--- config.mk ---
export PLATFORM = sky130hd
export DESIGN_NAME = channel_mixer
export DESIGN_NICKNAME = d
export VERILOG_FILES = /design/src/rtl/channel_mixer_pkg.sv /design/src/rtl/channel_mixer_sample_sat.sv /design/src/rtl/channel_mixer.sv
export SDC_FILE = /design/constraint.sdc
export NUM_CORES = 1
export LEC_CHECK = 0
export BUFFER_PORTS_ARGS = -buffer_cell sky130_fd_sc_hd__buf_2
export CAP_MARGIN = 15
export CORE_MARGIN = 10
export CORE_UTILIZATION = 45
export CTS_BUF_LIST = sky130_fd_sc_hd__clkbuf_8
export CTS_CLUSTER_SIZE = 14
export DETAILED_ROUTE_END_ITERATION = 10
export GPL_ROUTABILITY_DRIVEN = 0
export GPL_TIMING_DRIVEN = 0
export HOLD_SLACK_MARGIN = 0.03
export PLACE_DENSITY_LB_ADDON = 0.05
export SLEW_MARGIN = 20
export SYNTH_ARGS = -nofsm -noshare
export SYNTH_HDL_FRONTEND = slang
export SYNTH_SLANG_ARGS = --single-unit
--- constraint.sdc ---
create_clock -name clk -period 4.1 [get_ports clk]
set_clock_uncertainty 0.15 [all_clocks]
set_input_delay 0.41 -clock clk [delete_from_list [all_inputs] [get_ports clk]]
set_output_delay 0.41 -clock clk [all_outputs]
set_load 0.05 [all_outputs]
--- src/rtl/channel_mixer_pkg.sv ---
// Shared constants and types for the channel mixer.
//   SAMPLE_WIDTH  : width of the mixed output words handed to the I2S serializer
//   NUM_CHANNELS  : maximum number of channel samples in one frame
//   MIX_ACC_WIDTH : accumulator width, SAMPLE_WIDTH + clog2(NUM_CHANNELS) rounded up
//   mixer_state_t : mixer frame-sequencing states
package channel_mixer_pkg;
  localparam int unsigned SAMPLE_WIDTH  = 16;
  localparam int unsigned NUM_CHANNELS  = 18;
  localparam int unsigned MIX_ACC_WIDTH = SAMPLE_WIDTH + 5;

  typedef enum logic [1:0] {
    IDLE,
    ACCUM,
    SAT
  } mixer_state_t;
endpackage

--- src/rtl/channel_mixer_sample_sat.sv ---
// Combinational clamp of a wide signed accumulator to a narrower signed word.
//   acc_i  : ACC_WIDTH signed accumulator value
//   sat_o  : OUT_WIDTH signed value clamped to [-2^(OUT_WIDTH-1), 2^(OUT_WIDTH-1)-1]
//   clip_o : high when clamping changed the value
module sample_sat #(
  parameter int unsigned ACC_WIDTH = 21,
  parameter int unsigned OUT_WIDTH = 16
) (
  input  logic [ACC_WIDTH-1:0] acc_i,
  output logic [OUT_WIDTH-1:0] sat_o,
  output logic                 clip_o
);

  // The value fits when every bit from the output sign bit upward agrees.
  logic [ACC_WIDTH-OUT_WIDTH:0] top_bits;
  assign top_bits = acc_i[ACC_WIDTH-1:OUT_WIDTH-1];

  always_comb begin
    clip_o = !((&top_bits) || !(|top_bits));
    if (!clip_o) begin
      sat_o = acc_i[OUT_WIDTH-1:0];
    end else if (acc_i[ACC_WIDTH-1]) begin
      sat_o = {1'b1, {(OUT_WIDTH-1){1'b0}}};
    end else begin
      sat_o = {1'b0, {(OUT_WIDTH-1){1'b1}}};
    end
  end

endmodule

--- src/rtl/channel_mixer.sv ---
// Sums a frame of routed signed channel samples into left/right words.
//   clk, reset_n    : system clock, asynchronous active-low reset
//   sample_clk_en   : one-cycle frame start strobe
//   ch_valid        : ch_sample/ch_left/ch_right/ch_last valid this cycle
//   ch_sample       : signed channel sample
//   ch_left/right   : routing bits for the sample
//   ch_last         : final sample of the frame
//   left_channel    : saturated left sum, held until the next publish
//   right_channel   : saturated right sum, held until the next publish
//   sample_valid    : one-cycle pulse when the words update
//   clip_left/right : pulse with sample_valid when that side saturated
//   frame_overrun   : one-cycle pulse when a new start abandons a frame
module channel_mixer #(
  parameter int unsigned NUM_CHANNELS = channel_mixer_pkg::NUM_CHANNELS,
  parameter int unsigned IN_WIDTH     = channel_mixer_pkg::SAMPLE_WIDTH,
  parameter int unsigned OUT_WIDTH    = channel_mixer_pkg::SAMPLE_WIDTH,
  parameter int unsigned ACC_WIDTH    = IN_WIDTH + 5
) (
  input  logic                 clk,
  input  logic                 reset_n,
  input  logic                 sample_clk_en,
  input  logic                 ch_valid,
  input  logic [IN_WIDTH-1:0]  ch_sample,
  input  logic                 ch_left,
  input  logic                 ch_right,
  input  logic                 ch_last,
  output logic [OUT_WIDTH-1:0] left_channel,
  output logic [OUT_WIDTH-1:0] right_channel,
  output logic                 sample_valid,
  output logic                 clip_left,
  output logic                 clip_right,
  output logic                 frame_overrun
);
  import channel_mixer_pkg::*;

  localparam int unsigned CNT_W = $clog2(NUM_CHANNELS + 1);

  mixer_state_t state_q, state_d;

  logic [ACC_WIDTH-1:0] acc_l_q, acc_l_d, acc_r_q, acc_r_d, ch_ext;
  logic [CNT_W-1:0]     cnt_q, cnt_d;
  logic [OUT_WIDTH-1:0] left_q, left_d, right_q, right_d, sat_l, sat_r;
  logic                 valid_q, clip_l_q, clip_l_d, clip_r_q, clip_r_d, ovr_q;
  logic                 sat_clip_l, sat_clip_r;
  logic                 frame_done, clr_acc, take, publish, overrun;

  assign ch_ext     = {{(ACC_WIDTH-IN_WIDTH){ch_sample[IN_WIDTH-1]}}, ch_sample};
  assign frame_done = ch_last || (cnt_q == CNT_W'(NUM_CHANNELS - 1));

  // State register
  always_ff @(posedge clk or negedge reset_n) begin
    if (!reset_n) state_q <= IDLE;
    else          state_q <= state_d;
  end

  // Next state: a start strobe always wins, so a start seen during SAT is
  // not lost and one seen during ACCUM restarts the frame.
  always_comb begin
    state_d = state_q;
    unique case (state_q)
      IDLE:    if (sample_clk_en) state_d = ACCUM;
      ACCUM:   if (!sample_clk_en && ch_valid && frame_done) state_d = SAT;
      SAT:     state_d = sample_clk_en ? ACCUM : IDLE;
      default: state_d = IDLE;
    endcase
  end

  // Control decode
  always_comb begin
    clr_acc = sample_clk_en;
    take    = (state_q == ACCUM) && ch_valid && !sample_clk_en;
    publish = (state_q == SAT);
    overrun = (state_q == ACCUM) && sample_clk_en;
  end

  // Datapath next-state
  always_comb begin
    acc_l_d  = acc_l_q;
    acc_r_d  = acc_r_q;
    cnt_d    = cnt_q;
    left_d   = left_q;
    right_d  = right_q;
    clip_l_d = 1'b0;
    clip_r_d = 1'b0;
    if (clr_acc) begin
      acc_l_d = '0;
      acc_r_d = '0;
      cnt_d   = '0;
    end else if (take) begin
      if (ch_left)  acc_l_d = acc_l_q + ch_ext;
      if (ch_right) acc_r_d = acc_r_q + ch_ext;
      cnt_d = cnt_q + 1'b1;
    end
    if (publish) begin
      left_d   = sat_l;
      right_d  = sat_r;
      clip_l_d = sat_clip_l;
      clip_r_d = sat_clip_r;
    end
  end

  always_ff @(posedge clk or negedge reset_n) begin
    if (!reset_n) begin
      acc_l_q  <= '0;
      acc_r_q  <= '0;
      cnt_q    <= '0;
      left_q   <= '0;
      right_q  <= '0;
      valid_q  <= 1'b0;
      clip_l_q <= 1'b0;
      clip_r_q <= 1'b0;
      ovr_q    <= 1'b0;
    end else begin
      acc_l_q  <= acc_l_d;
      acc_r_q  <= acc_r_d;
      cnt_q    <= cnt_d;
      left_q   <= left_d;
      right_q  <= right_d;
      valid_q  <= publish;
      clip_l_q <= clip_l_d;
      clip_r_q <= clip_r_d;
      ovr_q    <= overrun;
    end
  end

  sample_sat #(.ACC_WIDTH(ACC_WIDTH), .OUT_WIDTH(OUT_WIDTH)) u_sat_left (
    .acc_i  (acc_l_q),
    .sat_o  (sat_l),
    .clip_o (sat_clip_l)
  );

  sample_sat #(.ACC_WIDTH(ACC_WIDTH), .OUT_WIDTH(OUT_WIDTH)) u_sat_right (
    .acc_i  (acc_r_q),
    .sat_o  (sat_r),
    .clip_o (sat_clip_r)
  );

  assign left_channel  = left_q;
  assign right_channel = right_q;
  assign sample_valid  = valid_q;
  assign clip_left     = clip_l_q;
  assign clip_right    = clip_r_q;
  assign frame_overrun = ovr_q;

endmodule

==> flow_metrics.py, run 1 <==
metrics = {
    "run_status": {
        "outcome": "finished clean",
    },
    "global_routing": {
        "grt_use_total": 0.186,
        "grt-ovfl-total": 0,
        "grt_pass1_vias": 4850,
        "grt_max_degree": 58,
        "grt_pass1_wl_mm": 25.0,
        "antenna_found_initial": 0,
    },
    "place": {
        "io_buffer_count": 57,
        "dp_hpwl_mm": 11.9,
        "dp.cells": 845,
    },
    "logic_synthesis": {
        "ys_seq_elements": 85,
        "syn_nets": 707,
        "netlist_area_mm2": 0.00553,
        "synth_top_cell_by_area": "dfrtp_1",
        "synth.area.top_cells": "dfrtp_1 (38%), ha_1 (9.5%), a21oi_1 (7.9%)",
        "synthFlopType": "dfrtp_1",
        "ys_types": 64,
        "synth_top_area_frac": 0.385,
        "synth_seq_area_share": 0.385,
        "async_flop_share": 1.00,
        "syn_inst": 640,
        "syn_avg_cell_area_um2": 8.64,
        "ys_warn_count": 0,
        "synth_edf_count": 0,
    },
    "drt": {
        "wl_per_cell_um": 17.7,
        "drc": 0,
        "via_per_inst": 5.77,
        "drt-initial-drc-count": 483,
        "drtPass1Iterations": 6,
        "antenna_left": 0,
        "vias": 4978,
        "drt_wl_total_mm": 15.3,
    },
    "critical_path": {
        "crit_slowest_cell": "o21ai_0",
        "r2r_cells": 10,
        "timing.rr.start": "acc_l_q[0]",
        "end_kind": "flip-flop",
        "r2r-end": "acc_l_q[16]",
        "required_ns": 4.22,
        "critPathLaunchType": "flip-flop",
        "critPathMaxFanout": 5,
        "worstPathCellList": "ha_1, inv_1, fa_1, nor2b_4, o211ai_2, a31oi_1, a31oi_1, o21ai_0, a31oi_1, nand3b_1",
        "path_class": "flip-flop to flip-flop",
        "worst_ep_arrival_time_ns": 3.32,
        "reg2reg_slack_ns": 0.90,
        "crit_path_max_incr_delay_ns": 0.61,
        "path_common_cell": "a31oi_1",
    },
    "cts": {
        "cts_max_level": 3,
        "clock_sink_count": 85,
        "clk_path_buf_depth": 2,
        "cts_tree": "done",
        "postCtsSetupRepairBufs": 0,
        "cts_buffers": 9,
        "clk_latency_ns": 0.38,
        "root_buffer": "clkbuf_8",
        "clk_pin_slew_worst_paths_ns": 0.09,
    },
    "timing": {
        "tightestPinTransition_ns": 0.746,
        "period_needed_ns": 3.20,
        "timing.setup.tns_ns": 0,
        "fmax_ghz": 0.313,
        "grt_setup_unrepaired": "no",
        "hold_viol_final": 0,
        "holdWs_ns": 0.170,
        "timing.final.crit_share": 0.780,
        "setup_viol": 0,
        "slew_violations": 0,
        "max_slew_margin": 0.502,
    },
    "floorplan": {
        "die_height_um": 131,
        "core_mm2": 0.0120,
        "initial_core_util": 0.460,
        "dieArea_mm2": 0.0171,
        "die_w_um": 131,
        "core.rowCount": 40,
        "io_pins": 59,
    },
    "final_layout": {
        "drive_gt1_frac": 0.120,
        "fin_util": 0.522,
        "mostFrequentLayoutCell": "nand2_1",
        "n_antenna_cell": 0,
        "layout_common_cells": "nand2_1 (106), a21oi_1 (87), dfrtp_1 (85)",
        "finalNonFillerCells": 862,
        "area_growth_pct": 13.4,
        "nets": 777,
    },
    "min_path": {
        "hold_path_depth": 3,
        "hp-class": "primary input to flip-flop",
        "min_to": "state_q[1]",
        "hp-start": "ch_valid",
    },
    "power": {
        "powerDensity_mw_per_mm2": 455,
        "p_leak_nw": 3.00,
        "fin_total_pwr_mw": 2.85,
        "worst_ir_drop_vdd_mv": 0.162,
    },
    "job": {
        "maxCapViolCount": 0,
    },
}
## how the worst max path moves through the flow
stage | start | endpoint | slack (ns) | cells past startpoint
floorplan | ch_sample[0] | acc_r_q[18] | 1.54 | 10
global placement | ch_sample[0] | acc_l_q[16] | 0.89 | 11
detailed placement | ch_sample[0] | acc_l_q[16] | 0.85 | 11
CTS | acc_l_q[0] | acc_l_q[16] | 0.97 | 10
global route | acc_l_q[0] | acc_l_q[16] | 0.68 | 10
finish | acc_l_q[0] | acc_l_q[16] | 0.90 | 10
## worst max-delay path: cells and delay by family (launching register included)
kind,cells,cell delay (ns)
buf+inv,1,0.06
flops,1,0.38
simple gates,2,0.35
fa+ha+maj,2,0.59
compound gates,5,1.56
## metrics by stage
stage	cell area [um^2]	setup WS, ns
floorplan	5530	1.54
global placement	6000	0.892
detailed placement	6030	0.848
CTS	6270	0.967
global route	6270	0.681
finish	6270	0.902
## kinds of logic after synthesis
| kind of cell | Yosys count | share of synthesized area |
|---|---|---|
| AO/OA/AOI/OAI | 220 | 0.248 |
| AND/OR/NAND/NOR | 214 | 0.181 |
| flip-flops | 85 | 0.385 |
| buffers and inverters | 44 | 0.0301 |
| adder cells (fa/ha/maj) | 44 | 0.102 |
| XOR/XNOR | 29 | 0.0460 |
| multiplexers | 4 | 0.00747 |
## area by class of cell
type / instances / area, um^2
multi-input combinational: 511 / 3230
tap: 147 / 184
inverter: 13 / 48.8
clock inverter: 5 / 81.3
fill: 1141 / 5740
buffer: 31 / 118
sequential: 85 / 2130
timing repair buffer: 59 / 325
clock buffer: 11 / 151
## where the power goes
part / internal (mW) / total, mW / switching, mW
Sequential: 0.973 / 1.06 / 0.0895
Clock: 0.377 / 0.702 / 0.325
Combinational: 0.293 / 1.09 / 0.795
## metal layers
metal	part of all wire	track usage	routed length, um
met5	0	0	0
met2	0.43	0.276	6570
met1	0.48	0.253	7290
met4	0.037	0.100	566
met3	0.054	0.0322	824
## state kept, by name (all words and copies together) (netlist names), 2 cells and up
register       cells
cnt_q              5
acc_r_q           21
left_channel      16
state_q            2
right_channel     16
acc_l_q           21
## synthesized netlist by cell type (all sizes together) (3+ instances only)
library cell,count
a21boi,4
nand2b,5
xor2,13
inv,13
clkbuf,29
nand2,106
o211ai,4
and3,7
dfrtp,85
nor2b,11
a22o,13
a41oi,3
nand4,10
nor3,15
xnor2,16
nor2,29
a211oi,6
a21o,14
o21ai,52
ha,42
a31oi,7
nand3,12
and2,6
o21a,5
mux2i,3
a21oi,89
## what timing repair did
| action | 4_1_cts | 5_1_grt |
|---|---|---|
| hold buffers | 1 | 0 |
| endpoints found under the hold margin | 28 | 0 |
| resized for setup | 0 | 0 |
Note: power is estimated with default switching activity, not from simulation.
==> run 2, diff against run 1 <==
==> constraint.sdc (replaced) <==
create_clock -name clk -period 3.2 [get_ports clk]
set_clock_uncertainty 0.15 [all_clocks]
set_input_delay 0.32 -clock clk [delete_from_list [all_inputs] [get_ports clk]]
set_output_delay 0.32 -clock clk [all_outputs]
set_load 0.05 [all_outputs]
==> flow_metrics.py, run 2 (synthesized netlist as in run 1, its figures left out) <==
metrics = {
    "critical_path": {
        "required_ns": 3.32,
        "critPathLaunchType": "flip-flop",
        "crit_path_max_incr_delay_ns": 0.53,
        "end_kind": "flip-flop",
        "worst_ep_arrival_time_ns": 3.18,
        "path_class": "flip-flop to flip-flop",
        "crit_slowest_cell": "a21boi_0",
        "worstPathCellList": "ha_1, inv_1, fa_1, nor2b_1, o2111ai_2, a21o_1, a21boi_0, a41oi_1, xnor2_1, a22o_1",
        "critPathMaxFanout": 4,
    },
    "global_routing": {
        "grt_max_degree": 58,
        "grt_pass1_wl_mm": 25.0,
        "grt_use_total": 0.186,
        "grtUsageMet2": 0.276,
        "grt_pass1_vias": 4850,
        "globalRouteMet1Util": 0.253,
        "grt.busiest_layer": "met2",
        "antenna_found_initial": 0,
        "met3_usage": 0.0322,
        "grt-ovfl-total": 0,
    },
    "final_layout": {
        "nets": 777,
        "area_growth_pct": 13.5,
        "drive_gt1_frac": 0.122,
        "multi_input_area_mm2": 0.00324,
        "mostFrequentLayoutCell": "nand2_1",
        "n_antenna_cell": 0,
        "fillCellCount": 1139,
        "reg_top3": "acc_l_q (21), acc_r_q (21)",
        "register_area_mm2": 0.00213,
        "layout_common_cells": "nand2_1 (106), a21oi_1 (87), dfrtp_1 (85)",
        "final_area_mm2": 0.00627,
        "finalNonFillerCells": 862,
    },
    "timing": {
        "tightestPinTransition_ns": 0.742,
        "slew_violations": 0,
        "period_needed_ns": 3.06,
        "timing.setup.tns_ns": 0,
        "max_slew_margin": 0.505,
        "grt_setup_unrepaired": "no",
        "timing.final.crit_share": 0.956,
        "fmax_ghz": 0.327,
        "hold_viol_final": 0,
        "setup_viol": 0,
    },
    "floorplan": {
        "dieArea_mm2": 0.0171,
        "core_mm2": 0.0120,
        "io_pins": 59,
        "core.rowCount": 40,
        "initial_core_util": 0.460,
        "die_w_um": 131,
        "die_height_um": 131,
    },
    "cts": {
        "cts_tree": "done",
        "postCtsSetupRepairBufs": 0,
        "root_buffer": "clkbuf_8",
        "clk_pin_slew_worst_paths_ns": 0.09,
        "cts_max_level": 3,
        "clk_path_buf_depth": 2,
        "cts_buffers": 9,
        "clk_latency_ns": 0.38,
        "clock_sink_count": 85,
    },
    "place": {
        "dp_hpwl_mm": 11.9,
        "dp.cells": 845,
        "io_buffer_count": 57,
        "placed_cell_area_mm2": 0.00603,
    },
    "power": {
        "worst_ir_drop_vdd_mv": 0.207,
        "p_leak_nw": 3.00,
        "powerDensity_mw_per_mm2": 582,
    },
    "drt": {
        "antenna_left": 0,
        "via_per_inst": 5.76,
        "wl_per_cell_um": 17.7,
        "vias": 4969,
        "drtPass1Iterations": 5,
        "drc": 0,
        "drt_wl_total_mm": 15.3,
        "drt-initial-drc-count": 466,
    },
    "min_path": {
        "hp-class": "primary input to flip-flop",
    },
    "run_status": {
        "outcome": "finished clean",
    },
    "job": {
        "maxCapViolCount": 0,
    },
}
-- run 2: cell count changes in the layout (fill, tap and decap cells not counted) --
cell and change:
o21ai_0 -1, a31oi_2 +1, a31oi_1 -1, o21ai_1 +1
-- run 2: report_power, final --
| group | switching (mW) | internal [mW] |
|---|---|---|
| clock network | 0.414 | 0.484 |
| registers | 0.115 | 1.25 |
| logic | 1.02 | 0.375 |
-- run 2: final cells by class --
type,count,area share
plain buffers,31,0.0187
flip-flops and latches,85,0.339
inverters,13,0.00778
well taps,147,0.0293
clock buffers,11,0.0241
repair buffers,59,0.0518
clock inverters,5,0.0130
multi-input cells,511,0.516
-- run 2: worst max-delay path, delay by kind of cell, from the launching register on --
family          cells  cell delay (ns)
xor+xnor            1             0.18
fa+ha+maj           2             0.57
buf+inv             1             0.06
flops               1             0.39
compound gates      5             1.37
simple gates        1             0.24
-- run 2: routing by layer --
layer / share of wire / wire [um]
met5: 0 / 0
met3: 0.054 / 821
met4: 0.037 / 569
met1: 0.48 / 7280
met2: 0.43 / 6620
-- run 2: final timing paths --
path / startpoint / endpoint / slack [ns] / cells after the start
min in group asynchronous: reset_n / right_channel[3] / 0.25 / 2
hold reg to reg: left_channel[3] / left_channel[3] / 0.33 / 2
setup reg to reg: acc_r_q[0] / acc_r_q[18] / 0.14 / 10
hold / removal: ch_valid / state_q[1] / 0.08 / 3
max in group asynchronous: reset_n / acc_l_q[18] / 2.03 / 3
setup / recovery: acc_r_q[0] / acc_r_q[18] / 0.14 / 10
-- run 2: repair_timing --
item,4_1_cts,5_1_grt
endpoints found under the setup margin,0,3
gates resized for setup,0,2
hold buffers,1,0
hold endpoints to repair,28,0
-- run 2: through the flow --
step / hold WS (ns) / worst slack [ns] / util / total power, mW
2_1_floorplan: -0.126 / 0.693 / - / 2.40
3_3_place_gp: 0.307 / 0.0822 / 0.499 / 2.76
3_5_place_dp: 0.136 / 0.0376 / 0.502 / 2.78
4_1_cts: 0.0693 / 0.0665 / 0.522 / 3.68
5_1_grt: 0.101 / 0.0228 / 0.522 / 3.88
6_report: 0.0834 / 0.141 / 0.522 / 3.65
==> run 3, diff against run 2 <==
--- a/config.mk
+++ b/config.mk
@@ -19,4 +19,5 @@
 export SLEW_MARGIN = 20
 export SYNTH_ARGS = -nofsm -noshare
 export SYNTH_HDL_FRONTEND = slang
+export SYNTH_HIERARCHICAL = 1
 export SYNTH_SLANG_ARGS = --single-unit
==> flow_metrics.py, run 3 <==
metrics = {
    "logic_synthesis": {
        "synthFlopType": "dfrtp_1",
        "ys_warn_count": 6,
        "async_flop_share": 1.00,
        "synthAdderAreaFrac": 0.0983,
        "syn_nets": 669,
        "syn_avg_cell_area_um2": 9.56,
        "ys_seq_elements": 85,
        "synth_commonest_cells": "dfrtp_1 (85), nand2_1 (66), a21oi_1 (56), ha_1 (42), o21a_1 (34)",
        "synth_top_area_frac": 0.370,
        "syn_inst": 602,
        "synth-simple-area-share": 0.145,
        "synth_seq_area_share": 0.370,
        "ys_types": 70,
        "synth.mux.area_fraction": 0.0663,
        "synth_top_family_by_area": "compound AO/OA/AOI/OAI gates",
        "synth-xor-area-share": 0.0426,
        "netlist_area_mm2": 0.00575,
        "synth_compound_area_frac": 0.241,
        "yosys.cell_count.top_type": "dfrtp_1",
        "synth_top_cell_by_area": "dfrtp_1",
        "synth.area.top_cells": "dfrtp_1 (37%), ha_1 (9.1%), mux2_2 (6.3%)",
        "synth_edf_count": 0,
    },
    "floorplan": {
        "initial_core_util": 0.458,
        "dieArea_mm2": 0.0177,
        "die_w_um": 133,
        "core.rowCount": 41,
        "die_height_um": 133,
        "core_mm2": 0.0126,
        "io_pins": 59,
    },
    "cts": {
        "cts_buffers": 9,
        "clock_sink_count": 85,
        "clk_pin_slew_worst_paths_ns": 0.09,
        "postCtsSetupRepairBufs": 0,
        "root_buffer": "clkbuf_8",
        "cts_max_level": 3,
        "clk_latency_ns": 0.39,
        "cts_tree": "done",
        "clk_path_buf_depth": 2,
    },
    "drt": {
        "wl_per_cell_um": 18.1,
        "wl_met2_mm": 7.04,
        "drc": 0,
        "routed.top_layer": "met4",
        "vias": 4796,
        "drtPass1Iterations": 5,
        "drt-initial-drc-count": 301,
        "route.met3.wl_um": 806,
        "wl_met1_mm": 7.27,
        "antenna_left": 0,
        "via_per_inst": 5.65,
        "drt_wl_total_mm": 15.4,
    },
    "timing": {
        "max_slew_margin": 0.491,
        "setup_viol": 0,
        "setup_slack_ns": 0.377,
        "timing.final.crit_share": 0.882,
        "slew_violations": 0,
        "fmax_ghz": 0.354,
        "period_needed_ns": 2.82,
        "grt_setup_unrepaired": "no",
        "holdWs_ns": 0.0837,
        "hold_viol_final": 0,
        "tightestPinTransition_ns": 0.761,
        "timing.setup.tns_ns": 0,
    },
    "final_layout": {
        "layout_common_cells": "dfrtp_1 (85), nand2_1 (66), buf_2 (59)",
        "finalNonFillerCells": 849,
        "fillCellCount": 1193,
        "reg_top3": "acc_l_q (21), acc_r_q (21)",
        "fin_util": 0.515,
        "nets": 739,
        "n_antenna_cell": 0,
        "area_growth_pct": 12.5,
        "final_area_mm2": 0.00647,
        "drive_gt1_frac": 0.196,
        "mostFrequentLayoutCell": "dfrtp_1",
    },
    "critical_path": {
        "critPathMaxFanout": 4,
        "timing.rr.start": "acc_r_q[0]",
        "path_class": "flip-flop to flip-flop",
        "setup.worst_path.start": "acc_r_q[0]",
        "required_ns": 3.33,
        "critPathLaunchType": "flip-flop",
        "worst_ep_arrival_time_ns": 2.95,
        "end_kind": "flip-flop",
    },
    "power": {
        "fin_total_pwr_mw": 3.66,
        "p_leak_nw": 3.03,
        "worst_ir_drop_vdd_mv": 0.395,
        "powerDensity_mw_per_mm2": 565,
    },
    "place": {
        "dp_hpwl_mm": 11.9,
        "dp.cells": 832,
        "place_ws_ns": 0.146,
        "io_buffer_count": 57,
        "placed_cell_area_mm2": 0.00628,
    },
    "job": {
        "maxCapViolCount": 0,
    },
    "global_routing": {
        "grt_max_degree": 52,
        "grt_pass1_vias": 4981,
        "grt_pass1_wl_mm": 25.6,
        "grt-ovfl-total": 0,
        "grt_use_total": 0.180,
        "antenna_found_initial": 0,
    },
    "min_path": {
        "hp-start": "ch_valid",
        "hp-class": "primary input to flip-flop",
    },
    "run_status": {
        "outcome": "finished clean",
    },
}
## run 3: cell count changes after synthesis, moves of 11 or more
cell / change
o21ai_0: -27
clkbuf_1: -11
nand2_1: -40
a21oi_1: -31
o21a_1: +29
mux2_2: +32
## run 3: what timing repair did
| item | 4_1_cts | 5_1_grt |
|---|---|---|
| hold endpoints to repair | 34 | 0 |
| resized for setup | 0 | 1 |
| setup endpoints to repair | 0 | 1 |
| hold buffers | 1 | 0 |
## run 3: cell type report
type	count	area [um^2]	share of cell area
plain buffers	29	143	0.0220
clock buffers	11	151	0.0234
clock inverters	5	27.5	0.00425
inverters	19	71.3	0.0110
multi-input cells	469	3410	0.527
flip-flops and latches	85	2130	0.329
well taps	172	215	0.0332
repair buffers	59	325	0.0503
## run 3: where the power goes
group          switching, mW  total (mW)  internal (mW)
Combinational           1.05        1.55          0.500
Clock                  0.413       0.731          0.318
Sequential             0.115        1.38           1.26
## run 3: path summary, 6_finish.rpt
| check | slack, ns | cells past startpoint | to |
|---|---|---|---|
| max | 0.38 | 10 | acc_r_q[18] |
| min | 0.08 | 3 | state_q[1] |
| max reg2reg | 0.38 | 10 | acc_r_q[18] |
| min reg2reg | 0.36 | 1 | frame_overrun |
| max in group asynchronous | 2.00 | 3 | sample_valid |
| min in group asynchronous | 0.28 | 2 | state_q[1] |
## run 3: per-layer routing
metal  track usage  vias to the layer above
met5             0                        -
met3        0.0348                       18
met2         0.288                      116
met1         0.235                     2308
li1              -                     2354
met4        0.0685                        0
## run 3: logic make-up after synthesis
kind of cell               after synthesis
adders and majority gates               44
muxes                                   34
AOI/OAI and AO/OA                      196
xor gates and xnor gates                28
DFF                                     85
buffers and inverters                   48
and+or+nand+nor                        167
## run 3: worst max-delay path, cell delays in order (launching register included)
cell       delay (ns)
dfrtp_1          0.38
ha_1             0.18
inv_1            0.06
fa_1             0.37
and2b_1          0.26
o2111ai_2        0.17
a21o_1           0.23
a21boi_1         0.36
a41oi_1          0.21
xnor2_1          0.17
a22o_1           0.20
